File: src/rtl/dual_edge_count_checker_sat_counter.sv
// Saturating event counter with synchronous clear.
// Clear wins over an increment in the same cycle.
module sat_counter #(
    parameter int CNT_W = 8
) (
    input  logic             clk,
    input  logic             rst_n,
    input  logic             i_clr,
    input  logic             i_inc,
    output logic [CNT_W-1:0] o_cnt
);

    logic [CNT_W-1:0] r_cnt;
    logic             w_full;

    assign w_full = &r_cnt;
    assign o_cnt  = r_cnt;

    always_ff @(posedge clk or negedge rst_n) begin
        if (!rst_n) begin
            r_cnt <= '0;
        end else if (i_clr) begin
            r_cnt <= '0;
        end else if (i_inc && !w_full) begin
            r_cnt <= r_cnt + 1'b1;
        end
    end

endmodule

File: config.mk
export PLATFORM = sky130hd
export DESIGN_NAME = sat_counter
export DESIGN_NICKNAME = d
export VERILOG_FILES = /design/src/rtl/dual_edge_count_checker_sat_counter.sv
export SDC_FILE = /design/constraint.sdc
export NUM_CORES = 1
export LEC_CHECK = 0
export ABC_AREA = 0
export CAP_MARGIN = 20
export CORE_AREA = 2 2 39 41
export DETAILED_ROUTE_END_ITERATION = 8
export DIE_AREA = 0 0 41 43
export GPL_TIMING_DRIVEN = 1
export PLACE_DENSITY = 0.62
export SETUP_SLACK_MARGIN = 0.05
export SLEW_MARGIN = 25
export SYNTH_ARGS = -nofsm -noshare
export SYNTH_HDL_FRONTEND = slang
export SYNTH_SLANG_ARGS = --single-unit
File: constraint.sdc
create_clock -name clk -period 1.87 [get_ports clk]
set_input_delay 0.374 -clock clk [delete_from_list [all_inputs] [get_ports clk]]
set_output_delay 0.374 -clock clk [all_outputs]
set_load 0.02 [all_outputs]
# ---- Word-level counts from Yosys, hierarchy flattened
# Index checks and enable logic that the tools add are counted.
# Widths: inputs -> output; s select.
dict set report totals {
  inputBits 4
  output_inout_bits 8
  ff_bits 8
}
dict set report op_classes {
  n_reduce_logical 4
  n_mux 2
  n_addsub 1
}
# op n
set op_table {}
lappend op_table {{$mux 8} 2}
lappend op_table {{$add 8x1->8 const B} 1}
lappend op_table {{$reduce_and 8->1} 1}
lappend op_table {{$reduce_bool 2->1} 1}
lappend op_table {{$logic_and 1x1->1} 1}
lappend op_table {{$logic_not 1->1} 1}

# ---- Depth between registers and ports, before layout
dict set report depth {
  ltp_word 5
  ltp_mapped 4
}

# ---- Least setup slack after synthesis
# OpenSTA, ideal clock, no wires.
dict set report synth_path {
  path_type {reg-to-reg}
  startpoint {reg r_cnt[0] (netlist: o_cnt[0])}
  endpoint {reg r_cnt[5] (netlist: o_cnt[5])}
  n_path_buf 0
  arrival_ns 1.516
  setup_slack_ns 0.229
  path_stages_with_launch 5
  setup_ns 0.125
  required_ns 1.745
  path_cell_list {dfrtp_1 -> ha_1 -> and3_2 -> a211oi_2 -> mux2_4}
}
dict set report synth_between {
  elab_chain_len 4
  elab_cells_between_ends 7
  cone_classes {add/sub: 1; mux: 2; reduce/logical: 4}
}
# item line_no
set synth_lines {}
lappend synth_lines {{start, declared} 13} ;# logic [CNT_W-1:0] r_cnt;
lappend synth_lines {{start signal, assigned} 25} ;# r_cnt <= r_cnt + 1'b1;
lappend synth_lines {{branches (longest 4 deep; another with $add 8x1->8)} --}
# Several ways; the timed one is not identified. The select of a mux whose other input is x is not followed.
# A chain may end at the register's enable or synchronous reset.

# ---- Worst setup path after layout
dict set report layout_path {
  startpoint {reg r_cnt[7] (netlist: o_cnt[7])}
  endpoint {out o_cnt[7]}
}
# item line_no
set layout_rtl {}
lappend layout_rtl {{end, declared} 10} ;# output logic [CNT_W-1:0] o_cnt
# No word-level cell between the ends.

==> summary.md <==
| Metric | Value |
|---|---|
| IO Pins | `12` |
| Std cell rows | `14` |
| P_leak | `0.2628 nW` |
| Met2 WL | `476 µm` |
| Synth area leader | `dfrtp_1` |
| Dpl ws | `0.1533 ns` |
| Initial DRC count | `7` |
| Die ar. | `1763 µm²` |
| Synth async-reset ratio | `1.000` |
| YS warnings | `0` |
| CTS sink count | `8` |
| Minimum clock period | `1.728 ns` |
| H-tree Lvls | `1` |
| Cts bufs inserted | `3` |
| Startpoint Class | `flip-flop` |
| Pwr Density | `565.9 nW/µm²` |
| CTS root buffer | `clkbuf_4` |
| Uppermost layer routed | `met4` |
| Fin Hold WS | `0.4122 ns` |
| Required time worst endpoint | `1.50 ns` |
| Post-cts sizing count | `0` |
| Vias | `410` |
| Worst Setup End Kind | `output pin` |
| Remaining global-route overflow | `0` |
| Initial antenna violation count | `0` |
| Crit Path Category | `reg -> out` |
| Relative slew slack | `0.7053` |
| Setup violations, final | `0` |
| Cells after Synth | `47` |
| Setup Fix Bufs, Post-CTS | `0` |
| HP Class | `in -> async` |
| Ys flop type | `dfrtp_1` |
| Final clock skew | `0.003931 ns` |
| GRT Total Usage | `0.1557` |
| First-pass detailed-route iteration total | `2` |
| Worst path max stage delay | `0.64 ns` |
| WL met1 | `532 µm` |
| Yosys top cell area share | `0.3960` |
| Worst skew pair latency | `0.26 ns` |
| Synth Cell Area | `505.5 µm²` |
| Vias per cell | `5.395` |
| Final worst slack | `0.1418 ns` |
| Post-DRT Antenna Nets | `0` |
| GPL Wtd Cong | `0.7165` |
| CTS Buffer Depth | `2` |
| Distinct cells, synth | `25` |
| Critical Path AT | `1.35 ns` |
| Max-slew violations | `0` |
| Post-synthesis sequential area ratio | `0.3960` |
| Drt wl/cell | `14.25 µm` |
| Fmax achieved | `578.6 MHz` |
| Slowest CP cell | `clkdlybuf4s50_1` |
| Fin crit share | `0.9242` |
| Core Box Area | `1384 µm²` |
| Worst-path fanout max | `7` |
| EDFF count, synth | `0` |
| P&R area growth vs syn | `28.71%` |
| First-pass GRT wire length | `1.814 mm` |
| Clock transition at the registers of the reported paths | `0.06 ns` |
| Port Buffer Count | `11` |
| Area contributors post-synth | `dfrtp_1 (40%), mux2_4 (12%), nor2b_1 (5.0%)` |
| Die Y | `43 µm` |
| Initial core utilization | `0.3653` |
| Final HPWL DP | `776.3 µm` |
| Worst-Margin Slew | `0.4406 ns` |
| Largest net degree at the start of global routing | `14` |
| Diode count | `0` |
| Design Area, Final | `650.6 µm²` |
| Vias in the first global route | `400` |
| Worst Path Buf+Inv | `1` |
| Die W | `41 µm` |
| Crit path cell chain | `clkdlybuf4s50_1` |
| Placement Cell Area | `628.1 µm²` |
| Nets | `67` |
| Cts hold-fix bufs | `0` |
| Layout cells sized above 1 | `0.2167` |
| Met3 wire length | `62 µm` |
| RSZ-0062 raised after global routing | `no` |
| Status | `finished clean` |
| Final Hold Fails | `0` |
| Avg Cell Area, Syn | `10.76 µm²` |
| Top delay family on crit path | `buffers and inverters` |
| Max cap viols | `0` |
| DRC | `0` |
| Top-count cell post-synth | `dfrtp_1` |
| Largest register FFs | `8` |
| Total Routed Length | `1.083 mm` |
| Peak supply drop | `0.0002998 V` |
| CTS tree | `yes` |
| #FFs+latches synth | `8` |
| Setup TNS | `0 ns` |
| Synth Net Count | `52` |
| Top cells by count, synth | `dfrtp_1 (8), mux2_4 (4), nor2_1 (4), nor2b_1 (4)` |
## through the flow
step	power [W]	utilization	instances
3_3_place_gp	0.0002329	0.4539	73
4_1_cts	0.0003738	0.4702	76
2_1_floorplan	0.0002077	-	47
5_1_grt	0.0003855	0.4702	76
3_5_place_dp	0.0002334	0.4539	73
6_report	0.0003682	0.4702	76
## cell type report
type	count	area [µm²]
fill	128	733.2
multi-input combinational	37	290.3
sequential	8	200.2
timing repair buffer	12	117.6
tap	16	20.02
clock buffer	3	22.52
## cell families after synthesis
family | count (synthesis) | synth area share
and+or+nand+nor | 21 | 0.2450
AOI/OAI and AO/OA | 10 | 0.1659
DFF | 8 | 0.3960
muxes | 5 | 0.1386
buffers and inverters | 2 | 0.02969
adders and majority gates | 1 | 0.02475
## power by group
group / switching, W / internal (W)
clock: 0.0000645 / 0.0000739
sequential: 0.00000614 / 0.000177
combinational: 0.0000226 / 0.0000238
total: 0.0000933 / 0.000275
## routing by layer
layer,track usage,vias to the layer above
li1,-,205
met1,0.2204,192
met3,0.03665,2
met4,0.1000,0
met2,0.2031,11
met5,0,-
## final timing paths
path / start / endpoint / slack, ns / cells after the start
worst max-delay path: o_cnt[7]$_DFFE_PN0P_ / o_cnt[7] / 0.14 / 1
worst min-delay path: rst_n / o_cnt[5]$_DFFE_PN0P_ / 0.41 / 1
worst max register to register: o_cnt[0]$_DFFE_PN0P_ / o_cnt[5]$_DFFE_PN0P_ / 0.24 / 4
worst min register to register: o_cnt[1]$_DFFE_PN0P_ / o_cnt[1]$_DFFE_PN0P_ / 0.61 / 2
max in group asynchronous: rst_n / o_cnt[7]$_DFFE_PN0P_ / 1.17 / 1
min in group clk: o_cnt[1]$_DFFE_PN0P_ / o_cnt[1]$_DFFE_PN0P_ / 0.61 / 2
## placed cells by master, fill, tap and decap left out, types with 2 or more instances in the layout
master	n
nand4_1	2
nor2b_1	4
mux2_4	4
nand2_1	2
nand2b_1	2
nor2_1	4
dfrtp_1	8
a21oi_1	2
a21oi_2	2
clkdlybuf4s50_1	11
and4_1	2
clkbuf_4	3
(Power assumes the default switching activity.)
